### src/rtl/alu_sequencer_pkg.sv
// Shared definitions for the ALU issue/response sequencer:
// ALU command codes, MIPS funct codes, FSM states, decode bundle.
package alu_sequencer_pkg;

    localparam logic [2:0] CMD_ADD  = 3'b000;
    localparam logic [2:0] CMD_SUB  = 3'b001;
    localparam logic [2:0] CMD_XOR  = 3'b010;
    localparam logic [2:0] CMD_SLT  = 3'b011;
    localparam logic [2:0] CMD_AND  = 3'b100;
    localparam logic [2:0] CMD_NAND = 3'b101;
    localparam logic [2:0] CMD_NOR  = 3'b110;
    localparam logic [2:0] CMD_OR   = 3'b111;

    // Command recorded for unsupported functs; the ALU is never driven with it.
    localparam logic [2:0] CMD_ERR  = 3'b000;

    localparam logic [5:0] FN_MULTU = 6'h19;
    localparam logic [5:0] FN_ADD   = 6'h20;
    localparam logic [5:0] FN_ADDU  = 6'h21;
    localparam logic [5:0] FN_SUB   = 6'h22;
    localparam logic [5:0] FN_SUBU  = 6'h23;
    localparam logic [5:0] FN_AND   = 6'h24;
    localparam logic [5:0] FN_OR    = 6'h25;
    localparam logic [5:0] FN_XOR   = 6'h26;
    localparam logic [5:0] FN_NOR   = 6'h27;
    localparam logic [5:0] FN_SLT   = 6'h2A;

    typedef enum logic [1:0] {
        ST_IDLE = 2'd0,
        ST_EXEC = 2'd1,
        ST_MUL  = 2'd2,
        ST_RESP = 2'd3
    } state_t;

    typedef struct packed {
        logic [2:0] cmd;
        logic       is_mul;
        logic       is_err;
    } dec_t;

endpackage

### src/rtl/alu_funct_decode.sv
// Combinational MIPS R-type funct decoder:
// funct -> ALU command plus multiply / unsupported markers.
module alu_funct_decode
    import alu_sequencer_pkg::*;
(
    input  logic [5:0] funct,
    output dec_t       dec
);

    // Map each supported funct to its ALU command; anything else is an error.
    always_comb begin
        dec = '{cmd: CMD_ERR, is_mul: 1'b0, is_err: 1'b0};
        case (funct)
            FN_ADD, FN_ADDU: dec.cmd = CMD_ADD;
            FN_SUB, FN_SUBU: dec.cmd = CMD_SUB;
            FN_AND:          dec.cmd = CMD_AND;
            FN_OR:           dec.cmd = CMD_OR;
            FN_XOR:          dec.cmd = CMD_XOR;
            FN_NOR:          dec.cmd = CMD_NOR;
            FN_SLT:          dec.cmd = CMD_SLT;
            FN_MULTU: begin
                dec.cmd    = CMD_ADD;
                dec.is_mul = 1'b1;
            end
            default:         dec.is_err = 1'b1;
        endcase
    end

endmodule

### src/rtl/alu_sequencer.sv
// Issue/response front end for the 3-bit-command ALU.
// Single-cycle ops go through EXEC; MULTU is shift-add over WIDTH ALU adds.
module alu_sequencer
    import alu_sequencer_pkg::*;
#(
    parameter int WIDTH = 32
) (
    input  logic             clk,
    input  logic             reset,
    input  logic             req_valid,
    output logic             req_ready,
    input  logic [5:0]       req_funct,
    input  logic [WIDTH-1:0] req_a,
    input  logic [WIDTH-1:0] req_b,
    output logic             rsp_valid,
    input  logic             rsp_ready,
    output logic [WIDTH-1:0] rsp_result,
    output logic [WIDTH-1:0] rsp_hi,
    output logic             rsp_carry,
    output logic             rsp_zero,
    output logic             rsp_overflow,
    output logic             rsp_err,
    output logic [WIDTH-1:0] alu_a,
    output logic [WIDTH-1:0] alu_b,
    output logic [2:0]       alu_command,
    input  logic [WIDTH-1:0] alu_result,
    input  logic             alu_carryout,
    input  logic             alu_zero,
    input  logic             alu_overflow
);

    localparam int CW = $clog2(WIDTH) + 1;
    localparam logic [CW-1:0] CNT_INIT = CW'(WIDTH);

    state_t           state;
    dec_t             dec;
    logic [2:0]       cmd_q;
    logic             err_q;
    logic [WIDTH-1:0] op_a;
    logic [WIDTH-1:0] op_b;
    logic [WIDTH-1:0] prod_hi;
    logic [CW-1:0]    cnt;
    logic             add_en;
    logic [WIDTH-1:0] nxt_hi;
    logic [WIDTH-1:0] nxt_lo;

    alu_funct_decode u_dec (
        .funct (req_funct),
        .dec   (dec)
    );

    assign req_ready = (state == ST_IDLE);

    // In MUL, op_a is the multiplicand and op_b holds the low product word.
    assign add_en = op_b[0];

    // One shift-add step: {carry, sum-or-hi, lo} shifted right by one.
    always_comb begin
        if (add_en) begin
            nxt_hi = {alu_carryout, alu_result[WIDTH-1:1]};
            nxt_lo = {alu_result[0], op_b[WIDTH-1:1]};
        end else begin
            nxt_hi = {1'b0, prod_hi[WIDTH-1:1]};
            nxt_lo = {prod_hi[0], op_b[WIDTH-1:1]};
        end
    end

    // ALU inputs stay quiet except in EXEC and in MUL add cycles.
    always_comb begin
        alu_a       = '0;
        alu_b       = '0;
        alu_command = CMD_ADD;
        if (state == ST_EXEC) begin
            alu_a       = op_a;
            alu_b       = op_b;
            alu_command = cmd_q;
        end else if (state == ST_MUL && add_en) begin
            alu_a       = prod_hi;
            alu_b       = op_a;
            alu_command = CMD_ADD;
        end
    end

    // Sequencer FSM with operand, product, counter and response registers.
    always_ff @(posedge clk or posedge reset) begin
        if (reset) begin
            state        <= ST_IDLE;
            cmd_q        <= CMD_ADD;
            err_q        <= 1'b0;
            op_a         <= '0;
            op_b         <= '0;
            prod_hi      <= '0;
            cnt          <= '0;
            rsp_valid    <= 1'b0;
            rsp_result   <= '0;
            rsp_hi       <= '0;
            rsp_carry    <= 1'b0;
            rsp_zero     <= 1'b0;
            rsp_overflow <= 1'b0;
            rsp_err      <= 1'b0;
        end else begin
            case (state)
                ST_IDLE: begin
                    if (req_valid) begin
                        op_a    <= req_a;
                        op_b    <= req_b;
                        prod_hi <= '0;
                        cmd_q   <= dec.cmd;
                        if (dec.is_err) begin
                            err_q <= 1'b1;
                            state <= ST_RESP;
                        end else if (dec.is_mul) begin
                            cnt   <= CNT_INIT;
                            state <= ST_MUL;
                        end else begin
                            state <= ST_EXEC;
                        end
                    end
                end
                ST_EXEC: begin
                    rsp_valid    <= 1'b1;
                    rsp_result   <= alu_result;
                    rsp_hi       <= '0;
                    rsp_carry    <= alu_carryout;
                    rsp_zero     <= alu_zero;
                    rsp_overflow <= alu_overflow;
                    rsp_err      <= 1'b0;
                    state        <= ST_RESP;
                end
                ST_MUL: begin
                    prod_hi <= nxt_hi;
                    op_b    <= nxt_lo;
                    cnt     <= cnt - 1'b1;
                    if (cnt == CW'(1)) begin
                        rsp_valid    <= 1'b1;
                        rsp_result   <= nxt_lo;
                        rsp_hi       <= nxt_hi;
                        rsp_carry    <= 1'b0;
                        rsp_zero     <= ({nxt_hi, nxt_lo} == '0);
                        rsp_overflow <= 1'b0;
                        rsp_err      <= 1'b0;
                        state        <= ST_RESP;
                    end
                end
                ST_RESP: begin
                    if (!rsp_valid) begin
                        // Unsupported funct: response one cycle after accept.
                        rsp_valid    <= 1'b1;
                        rsp_err      <= err_q;
                        rsp_result   <= '0;
                        rsp_hi       <= '0;
                        rsp_carry    <= 1'b0;
                        rsp_zero     <= 1'b0;
                        rsp_overflow <= 1'b0;
                    end else if (rsp_ready) begin
                        rsp_valid    <= 1'b0;
                        rsp_err      <= 1'b0;
                        rsp_result   <= '0;
                        rsp_hi       <= '0;
                        rsp_carry    <= 1'b0;
                        rsp_zero     <= 1'b0;
                        rsp_overflow <= 1'b0;
                        err_q        <= 1'b0;
                        state        <= ST_IDLE;
                    end
                end
                default: state <= ST_IDLE;
            endcase
        end
    end

endmodule

### config.mk
export PLATFORM = sky130hd
export DESIGN_NAME = alu_sequencer
export DESIGN_NICKNAME = d
export VERILOG_FILES = /design/src/rtl/alu_sequencer_pkg.sv /design/src/rtl/alu_funct_decode.sv /design/src/rtl/alu_sequencer.sv
export SDC_FILE = /design/constraint.sdc
export NUM_CORES = 1
export LEC_CHECK = 0
export BUFFER_PORTS_ARGS = -buffer_cell sky130_fd_sc_hd__buf_4
export CAP_MARGIN = 20
export CORE_ASPECT_RATIO = 1.25
export CORE_MARGIN = 1
export CORE_UTILIZATION = 47
export DETAILED_ROUTE_END_ITERATION = 7
export HOLD_SLACK_MARGIN = 0.05
export PLACE_DENSITY_LB_ADDON = 0.05
export SYNTH_ARGS = -nofsm -noshare
export SYNTH_HDL_FRONTEND = slang
export SYNTH_HIERARCHICAL = 1
export SYNTH_SLANG_ARGS = --single-unit
### constraint.sdc
create_clock -name clk -period 4.5 [get_ports clk]
set_input_delay 0 -clock clk [delete_from_list [all_inputs] [get_ports clk]]
set_output_delay 0 -clock clk [all_outputs]
set_load 0.02 [all_outputs]
==> results of run 1 <==
[power by group through the flow]
stage / clock, W / sequential, W / combinational [W]
detailed placement: 0 / 0.00311 / 0.00467
finish: 0.00148 / 0.00311 / 0.00480
floorplan: 0 / 0.00313 / 0.00284
CTS: 0.00150 / 0.00308 / 0.00477
global placement: 0 / 0.00310 / 0.00461
global route: 0.00157 / 0.00318 / 0.00524
[worst register-to-register path, stage by stage (launching register included)]
cell and delay [ps]:
dfrtp_1 420, inv_1 160, ha_4 490, inv_2 80, a31oi_1 340, or3_4 380, buf_16 340, buf_4 300
nand2_1 70, o31ai_1 60
[logic make-up (layout without fill, tap and decap cells)]
family | after synthesis | in the layout
flops | 177 | 177
buf+inv | 76 | 407
fa+ha+maj | 7 | 7
compound gates | 244 | 244
xor+xnor | 4 | 4
simple gates | 232 | 232
mux | 99 | 99
[sequential cells by signal (all words and copies together) (netlist names), 2 cells and up]
name and count:
state 2, rsp_hi 32, prod_hi 32, op_b 32, op_a 32, cnt 6, rsp_result 32, cmd_q 3
[metal layers]
layer | routed length [µm] | part of all wire
met5 | 0 | 0
met4 | 589 | 0.021
met3 | 1930 | 0.068
met2 | 14100 | 0.50
met1 | 11700 | 0.41
[final cells by class]
| cell class | count | area (µm²) |
|---|---|---|
| Clock buffer | 17 | 425 |
| Clock inverter | 15 | 160 |
| Fill cell | 1432 | 5690 |
| Inverter | 9 | 37.5 |
| Multi-Input combinational cell | 586 | 3940 |
| Sequential cell | 177 | 4430 |
| Tap cell | 228 | 285 |
| Timing Repair Buffer | 366 | 3060 |
[cell usage after synthesis, drive strengths merged, types with 2 or more instances]
cell type and number:
ha 7, and2 3, mux2 35, o21ai 99
nor2 38, a21oi 9, dfrtp 177, or4 4
a31oi 3, nor2b 2, nand2 137, nand2b 5
a22o 65, clkbuf 48, nand4 3, nor3 6
nand3 6, a22oi 22, inv 9, mux2i 64
xor2 4, nor4b 2, buf 19, nor4 20
a221oi 9, o31ai 32
[worst paths after layout]
path / cells past startpoint / start / slack [ps] / to
worst min register to register: 2 / rsp_hi[13] / 480 / rsp_hi[13]
min in group asynchronous: 4 / reset / 590 / op_a[2]
max in group asynchronous: 5 / reset / 2980 / err_q
worst max register to register: 9 / state[0] / 1760 / rsp_hi[2]
worst min-delay path: 4 / req_funct[2] / 90 / cmd_q[2]
worst max-delay path: 7 / state[0] / 1370 / alu_a[16]
[stage by stage]
stage | setup WS [ps] | total power, W | hold WS (ps) | cell area (µm²) | utilization
floorplan | 2230 | 0.00597 | 127 | 8620 | -
global placement | 1540 | 0.00771 | 213 | 10600 | 0.590
detailed placement | 1420 | 0.00779 | 220 | 10600 | 0.590
global route | 1170 | 0.00999 | 140 | 12300 | 0.684
CTS | 1370 | 0.00936 | 79.2 | 12300 | 0.681
finish | 1370 | 0.00939 | 88.3 | 12300 | 0.684
==> out/metrics.yaml, run 1 <==
timing:
  relSlewSlack: 0.358
  rsz0062_at_grt: "no"
  fin_crit_ps: 3140
  maxSlewViolCount: 0
  fin_skew_ps: 16.7
  finalCritPeriodShare: 0.697
  worst_slew_pin_slew_ps: 963
  tns_ps: 0
  max_freq_mhz: 319
  final_hold_viol_count: 0
  setup_violations: 0
critical_path:
  cpPeakStageDelay_ps: 550
  cp-start-kind: "flip-flop"
  path_delay_family: "buffers and inverters"
  cp.arrival_ps: 3140
  path_class: "reg -> out"
  worst-endpoint-required_ps: 4500
  cp_slowest_cell: "buf_4"
  crit_chain: "inv_1 -> ha_4 -> nand2_1 -> nor2_4 -> buf_4 -> a22o_1 -> buf_4"
  path_common_cell: "buf_4"
  worstPathMaxFanout: 41
  cp-end-kind: "output pin"
  crit_buf_inv: 3
global_routing:
  grtUsageMet1: 0.402
  gr-total-overflow: 0
  grt_antenna_before_repair: 0
  grt_usage: 0.309
  grt_max_degree: 134
  top_usage_layer: "met2"
  grtUsageMet3: 0.0701
  grt_pass1_vias: 8064
  met2_usage: 0.506
  grt_pass1_wl_um: 44200
synthesis:
  yosys-top-cells-area: "dfrtp_1, mux2i_1, a22o_1"
  syn_avg_cell_area_um2: 10.3
  synth_top_family_by_area: "compound AO/OA/AOI/OAI gates"
  seq_area_frac_synth: 0.514
  synth_xor_area_frac: 0.00406
  synth_seq_cells: 177
  ys.flop_type: "dfrtp_1"
  synthesis.nets: 955
  syn-cell-area_um2: 8620
  synth_top_cell_area_share: 0.514
  postSynthCellCount: 839
  synthArstFlopShare: 1.00
  synth_edf_count: 0
  yosys.area_share.simple: 0.125
  yosysWarnings: 6
  synth_adder_area_share: 0.0102
  synth_compound_area_frac: 0.193
  yosysTopAreaCell: "dfrtp_1"
  ys_types: 48
  synthMuxAreaShare: 0.120
placed_design:
  gp_congestion: 0.829
  dp_hpwl_um: 18800
  dp_cells: 1257
  portBuffers: 245
clock_network:
  cts_setup_buffers: 0
  clkLatencyLatePin_ps: 430
  htreeDepth: 4
  post_cts_resized: 0
  root_buffer: "clkbuf_16"
  clk_path_buf_depth: 2
  clock_sinks: 177
  cts_tree: "built"
  clkSlewWorstSetupHoldPaths_ps: 70
  numCtsBuffers: 17
  ctsHoldBuffers: 106
route:
  routed_wl_um: 28400
  dr_total_vias: 7955
  ant_nets: 0
  firstDrtPassIters: 5
  drc: 0
  routedWlPerCell_um: 20.3
  first_iter_violations: 448
  drt-vias-per-instance: 5.69
status:
  outcome: "completed"
power_and_ir_drop:
  p_sw_w: 0.00425
  ir_drop_mv: 0.558
  comb_power_share: 0.512
  powerDensity_nw_per_um2: 761
  p_leak_nw: 5.70
  p_int_w: 0.00514
  swShare: 0.452
  p_seq_frac: 0.331
  clkPwrFrac: 0.158
cells_and_area:
  final_cells: 1398
  layout_common_cells: "buf_4, dfrtp_1, nand2_1"
  nNetsFinal: 1273
  syn2layout_area_growth_pct: 43.2
  drive_gt1_frac: 0.293
  antenna_cells: 0
  final_common_cell: "buf_4"
min_path:
  hold_class: "in -> reg"
floorplan:
  io_pins: 246
  core.rowCount: 55
  initial_core_util: 0.478
  die_h_um: 153
  die_area_um2: 18900
  die_w_um: 123
  fp.coreArea_um2: 18000
flow_run:
  drv_cap: 0
(Power assumes the default switching activity.)
==> inputs of run 2 (changes only) <==
--- a/config.mk
+++ b/config.mk
@@ -9,7 +9,7 @@
 export CAP_MARGIN = 20
 export CORE_ASPECT_RATIO = 1.25
 export CORE_MARGIN = 1
-export CORE_UTILIZATION = 47
+export CORE_UTILIZATION = 50
 export DETAILED_ROUTE_END_ITERATION = 7
 export HOLD_SLACK_MARGIN = 0.05
 export PLACE_DENSITY_LB_ADDON = 0.05
==> constraint.sdc (replaced) <==
create_clock -name clk -period 3.2 [get_ports clk]
set_input_delay 0 -clock clk [delete_from_list [all_inputs] [get_ports clk]]
set_output_delay 0 -clock clk [all_outputs]
set_load 0.02 [all_outputs]
==> run 2 against run 1 <==
Sequential power increased by 40%. Sequential share of layout area fell by 0.30 points. Global-route usage increased by 1.7 points. Via count is 2.5% higher. Clock skew fell by 4.9 ps.
==> out/metrics.yaml, run 2 (synthesized netlist as in run 1, its figures left out) <==
timing:
  finalCritPeriodShare: 0.798
  max_freq_mhz: 391
  fin_skew_ps: 11.7  # was 16.7 ps
  relSlewSlack: 0.276  # was 0.358
  tns_ps: 0  # unchanged
  final_hold_viol_count: 0  # unchanged
  worst_slew_pin_slew_ps: 1090  # was 963 ps
  fin_crit_ps: 2550
  maxSlewViolCount: 0  # unchanged
  rsz0062_at_grt: "no"  # unchanged
  setup_violations: 0  # unchanged
  holdWs_ps: 102  # was 88.3 ps
global_routing:
  gr-total-overflow: 0  # unchanged
  grt_max_degree: 92  # was 134
  grt_usage: 0.326  # was 0.309
  grtUsageMet1: 0.416  # was 0.402
  grtUsageMet3: 0.0730  # was 0.0701
  grt_pass1_vias: 8093  # was 8064
  grt_pass1_wl_um: 44000  # was 44200 µm
  met2_usage: 0.547  # was 0.506
  top_usage_layer: "met2"  # unchanged
  grt_antenna_before_repair: 0  # unchanged
route:
  ant_nets: 0  # unchanged
  drt-vias-per-instance: 5.84  # was 5.69
  first_iter_violations: 581  # was 448
  drc: 0  # unchanged
  routedWlPerCell_um: 20.3  # about the same
  firstDrtPassIters: 5  # unchanged
  routed_wl_um: 28400  # about the same
  dr_total_vias: 8157  # was 7955
clock_network:
  cts_setup_buffers: 0  # unchanged
  clock_sinks: 177  # unchanged
  numCtsBuffers: 17  # unchanged
  root_buffer: "clkbuf_16"  # unchanged
  cts_tree: "built"  # unchanged
  clk_path_buf_depth: 2  # unchanged
  post_cts_resized: 0  # unchanged
  clkLatencyLatePin_ps: 440  # was 430 ps
  clkSlewWorstSetupHoldPaths_ps: 70  # about the same
  htreeDepth: 4  # unchanged
min_path:
  hold_class: "in -> async"  # was in -> reg
critical_path:
  path_common_cell: "buf_4"  # unchanged
  path_class: "reg -> out"  # unchanged
  cp-start-kind: "flip-flop"  # unchanged
  crit-reg2reg-launch: "state[0]"  # unchanged
  cpPeakStageDelay_ps: 650  # was 550 ps
  r2r_cells: 7  # was 9
  crit_chain: "buf_4 -> nand2_1 -> nor2_4 -> buf_4 -> a22o_1 -> buf_4"  # was inv_1 -> ha_4 -> nand2_1 -> nor2_4 -> buf_4 -> a22o_1 -> buf_4
  worstPathMaxFanout: 44  # was 41
  cp-end-kind: "output pin"  # unchanged
  worstSetupPathDepth: 6  # was 7
  worst-endpoint-required_ps: 3200  # was 4500 ps
  r2r-end: "op_b[16]"  # was rsp_hi[2]
  cp.arrival_ps: 2550  # was 3140 ps
  crit_buf_inv: 3  # unchanged
  rrSetupSlack_ps: 700  # was 1760 ps
  cp_slowest_cell: "dfrtp_2"  # was buf_4
  path_delay_family: "buffers and inverters"  # unchanged
  critPathLaunch: "op_b[0]"  # was state[0]
  worstSetupEndpoint: "alu_a[5]"  # was alu_a[16]
cells_and_area:
  fillers: 1264  # was 1432
  nNetsFinal: 1279  # was 1273
  layout_common_cells: "buf_4, dfrtp_1, nand2_1"  # unchanged
  multi_input_area_um2: 3940  # unchanged
  drive_gt1_frac: 0.298  # was 0.293
  antenna_cells: 0  # unchanged
  final-seq-area_um2: 4430  # unchanged
  syn2layout_area_growth_pct: 44.4  # was 43.2%
  final_common_cell: "buf_4"  # unchanged
placed_design:
  portBuffers: 245  # unchanged
  gp_congestion: 0.837  # was 0.829
  dp_hpwl_um: 19300  # was 18800 µm
floorplan:
  die_w_um: 119  # was 123 µm
  die_area_um2: 17800  # was 18900 µm²
  initial_core_util: 0.512  # was 0.478
  core.rowCount: 53  # was 55
  io_pins: 246  # unchanged
  die_h_um: 149  # was 153 µm
  fp.coreArea_um2: 16800  # was 18000 µm²
power_and_ir_drop:
  ir_drop_mv: 0.571  # was 0.558 mV
  p_leak_nw: 5.75  # was 5.70 nW
  powerDensity_nw_per_um2: 1090  # was 761 nW/µm²
  finalPower_w: 0.0136  # was 0.00939 W
status:
  outcome: "completed"  # unchanged
flow_run:
  drv_cap: 0  # unchanged
[run 2: cell types whose count changed in the layout (fill, tap and decap cells not counted), sizes merged]
cell and delta:
bufinv +3, clkbuf +1, clkinv -5, dlygate4sd3 -1, buf +7, clkinvlp +1
[run 2: how the worst min path moves through the flow]
stage	startpoint	to	slack, ps	cells after the start
after detailed placement	reset	prod_hi[1]	2	2
after global routing	alu_zero	rsp_zero	100	4
after CTS	alu_zero	rsp_zero	90	4
final	reset	prod_hi[1]	100	3
after global placement	reset	prod_hi[1]	1	2
after floorplan	alu_carryout	rsp_carry	130	2
[run 2: area by class of cell]
class,instances,area share
multi-input combinational,586,0.317
timing repair buffer,372,0.249
inverter,9,0.00302
tap,220,0.0221
clock buffer,18,0.0353
clock inverter,14,0.0181
sequential,177,0.356
[run 2: metal layers]
metal	part of all wire	vias up	routed length, µm
li1	-	3706	-
met1	0.40	4015	11400
met2	0.50	389	14100
met3	0.076	47	2150
met4	0.024	0	685
met5	0	-	0
[run 2: metrics by stage]
step                      std cells  setup WS (ps)  utilization  instance area [µm²]
after floorplan                 839            933            -                 8620
after global placement         1258            807        0.636                10700
after detailed placement       1258            763        0.636                10700
after CTS                      1396            640        0.739                12400
after global routing           1396            507        0.739                12400
final                          1396            645        0.739                12400
[run 2: worst reg2reg max path: stages, from the launching register on]
cell,delay (ps)
dfrtp_1,410
inv_1,160
ha_4,360
buf_4,680
a21boi_4,220
buf_12,250
nand2_1,190
o21ai_0,90
[run 2: report_power, final]
| part | switching (W) | internal, W |
|---|---|---|
| sequential | 0.00109 | 0.00326 |
| clock | 0.000929 | 0.00142 |
| combinational | 0.00404 | 0.00288 |
| total | 0.00606 | 0.00756 |
[run 2: timing repair]
| item | 4_1_cts | 5_1_grt |
|---|---|---|
| hold buffers | 106 | 0 |
| endpoints found under the hold margin | 229 | 0 |
| endpoints found under the setup margin | 0 | 0 |
==> inputs of run 3 (changes only) <==
--- a/config.mk
+++ b/config.mk
@@ -9,7 +9,7 @@
 export CAP_MARGIN = 20
 export CORE_ASPECT_RATIO = 1.25
 export CORE_MARGIN = 1
-export CORE_UTILIZATION = 50
+export CORE_UTILIZATION = 47
 export DETAILED_ROUTE_END_ITERATION = 7
 export HOLD_SLACK_MARGIN = 0.05
 export PLACE_DENSITY_LB_ADDON = 0.05
==> constraint.sdc (replaced) <==
create_clock -name clk -period 2.3 [get_ports clk]
set_input_delay 0 -clock clk [delete_from_list [all_inputs] [get_ports clk]]
set_output_delay 0 -clock clk [all_outputs]
set_load 0.02 [all_outputs]
==> run 3 against run 2 <==
Clock skew shrank 1.2 ps. Cell count grew 1.1%. First-iteration DRC count grew 2.1%. Core utilization shrank 4.1 points. Critical path type unchanged. Cell area grew 1.1%. Sequential power grew 38%. Total power grew 39%. Clock-buffer cell count grew 1. Highest routed layer unchanged. Register-to-register slack lost 410 ps. Critical path depth grew 2.
==> out/metrics.yaml, run 3 (synthesized netlist as in run 1, its figures left out) <==
status:
  outcome: "completed"  # unchanged
timing:
  relSlewSlack: 0.532  # was 0.276
  finalCritPeriodShare: 0.958
  holdWs_ps: 79.6  # was 102 ps
  max_freq_mhz: 454
  tns_ps: 0  # unchanged
  rsz0062_at_grt: "no"  # unchanged
  final_hold_viol_count: 0  # unchanged
  setup_violations: 0  # unchanged
  fin_crit_ps: 2200
  worst_slew_pin_slew_ps: 692  # was 1090 ps
  fin_skew_ps: 10.5  # was 11.7 ps
  setup_slack_ps: 96.2  # was 645 ps
  maxSlewViolCount: 0  # unchanged
placed_design:
  portBuffers: 245  # unchanged
  dp_hpwl_um: 20100  # was 19300 µm
  pre_cts_slack_ps: 298  # was 763 ps
  dp_cells: 1272  # was 1258
  gp_congestion: 0.826  # was 0.837
floorplan:
  io_pins: 246  # unchanged
  die_h_um: 153  # was 149 µm
  initial_core_util: 0.478  # was 0.512
  core.rowCount: 55  # was 53
  fp.coreArea_um2: 18000  # was 16800 µm²
  die_area_um2: 18900  # was 17800 µm²
  die_w_um: 123  # was 119 µm
power_and_ir_drop:
  clkPwrFrac: 0.149  # was 0.172
  p_seq_frac: 0.317  # was 0.319
  p_leak_nw: 5.81  # was 5.75 nW
  powerDensity_nw_per_um2: 1500  # was 1090 nW/µm²
  ir_drop_mv: 0.887  # was 0.571 mV
  comb_power_share: 0.534  # was 0.508
  swShare: 0.452  # was 0.445
  p_int_w: 0.0104  # was 0.00756 W
  p_sw_w: 0.00855  # was 0.00606 W
global_routing:
  gr-total-overflow: 0  # unchanged
  grt_pass1_wl_um: 45100  # was 44000 µm
  grt_antenna_before_repair: 0  # unchanged
  grt_pass1_vias: 8011  # was 8093
  grt_max_degree: 74  # was 92
  grt_usage: 0.319  # was 0.326
critical_path:
  path_delay_family: "buffers and inverters"  # unchanged
  crit-reg2reg-launch: "prod_hi[25]"  # was state[0]
  worstPathMaxFanout: 28  # was 44
  crit_chain: "inv_2 -> ha_4 -> buf_16 -> nand2_1 -> nor2_4 -> buf_12 -> a22o_1 -> buf_4"  # was buf_4 -> nand2_1 -> nor2_4 -> buf_4 -> a22o_1 -> buf_4
  cp-start-kind: "flip-flop"  # unchanged
  critPathLaunch: "state[0]"  # was op_b[0]
  cpPeakStageDelay_ps: 430  # was 650 ps
  cp_slowest_cell: "dfrtp_1"  # was dfrtp_2
  cp-end-kind: "output pin"  # unchanged
  path_class: "reg -> out"  # unchanged
  r2r_cells: 5  # was 7
  cp.arrival_ps: 2200  # was 2550 ps
  worst-endpoint-required_ps: 2300  # was 3200 ps
  worstSetupPathDepth: 8  # was 6
  crit_buf_inv: 4  # was 3
route:
  drt-vias-per-instance: 5.70  # was 5.84
  drc: 0  # unchanged
  routedWlPerCell_um: 20.7  # was 20.3 µm
  routed_wl_um: 29200  # was 28400 µm
  firstDrtPassIters: 6  # was 5
  ant_nets: 0  # unchanged
  dr_total_vias: 8037  # was 8157
  first_iter_violations: 593  # was 581
clock_network:
  clk_path_buf_depth: 2  # unchanged
  cts_tree: "built"  # unchanged
  root_buffer: "clkbuf_16"  # unchanged
  clock_sinks: 177  # unchanged
  cts_setup_buffers: 0  # unchanged
  clkSlewWorstSetupHoldPaths_ps: 70  # about the same
  numCtsBuffers: 17  # unchanged
  clkLatencyLatePin_ps: 430  # was 440 ps
  htreeDepth: 4  # unchanged
cells_and_area:
  final_cells: 1411  # was 1396
  final-seq-area_um2: 4430  # unchanged
  multi_input_area_um2: 3950  # was 3940 µm²
  antenna_cells: 0  # unchanged
  nNetsFinal: 1286  # was 1279
  layout_common_cells: "buf_4, dfrtp_1, nand2_1"  # unchanged
  fillers: 1382  # was 1264
  syn2layout_area_growth_pct: 46.0  # was 44.4%
  final_common_cell: "buf_4"  # unchanged
  drive_gt1_frac: 0.303  # was 0.298
min_path:
  holdPathStages: 4
  min-delay-start: "req_funct[2]"
  hold_class: "in -> reg"  # was in -> async
flow_run:
  drv_cap: 0  # unchanged
run 3: changes by cell type in the layout (fill, tap and decap cells not counted), moves of 2 or more:
cell / change
buf_12: +8
buf_4: -3
bufinv_16: -4
clkinv_4: +2
run 3: routing by layer:
| metal | vias to the layer above | GRT usage | share of wire |
|---|---|---|---|
| met5 | - | 0 | 0 |
| met4 | 0 | 0.108 | 0.027 |
| met3 | 58 | 0.0806 | 0.076 |
| met2 | 364 | 0.512 | 0.49 |
| met1 | 3879 | 0.415 | 0.41 |
| li1 | 3736 | - | - |
run 3: area by class of cell:
type	instances	area share
Clock buffer	19	0.0352
Clock inverter	13	0.0101
Inverter	9	0.00298
Multi-Input combinational cell	586	0.314
Sequential cell	177	0.352
Tap cell	228	0.0227
Timing Repair Buffer	379	0.263
run 3: timing repair:
item,4_1_cts,5_1_grt
endpoints found under the setup margin,45,16
hold buffers,105,0
hold endpoints to repair,185,0
gates cloned,1,1
resized for setup,2,1
run 3: power by group through the flow:
stage	Clock (W)	Combinational, W	Sequential (W)
floorplan	0	0.00556	0.00612
detailed placement	0	0.00974	0.00600
global placement	0	0.00960	0.00597
CTS	0.00286	0.0100	0.00596
finish	0.00283	0.0101	0.00600
global route	0.00300	0.0109	0.00613
run 3: final timing paths:
path                                  end  slack, ps
hold reg to reg                 rsp_hi[3]        480
hold / removal                   cmd_q[2]         80
setup / recovery                alu_a[12]        100
setup reg to reg                 rsp_zero        290
min in group asynchronous         op_a[2]        200
max in group asynchronous  rsp_result[21]       1260
run 3: worst reg2reg max path, delay by kind of cell, from the launching register on:
family | cells | cell delay [ps]
simple gates | 3 | 1230
flops | 1 | 420
compound gates | 2 | 260
run 3: stage by stage:
step / utilization / instance area (µm²) / power, W
6_report: 0.698 / 12600 / 0.0189
5_1_grt: 0.698 / 12600 / 0.0201
4_1_cts: 0.696 / 12500 / 0.0189
3_5_place_dp: 0.604 / 10900 / 0.0157
3_3_place_gp: 0.604 / 10900 / 0.0156
2_1_floorplan: - / 8620 / 0.0117
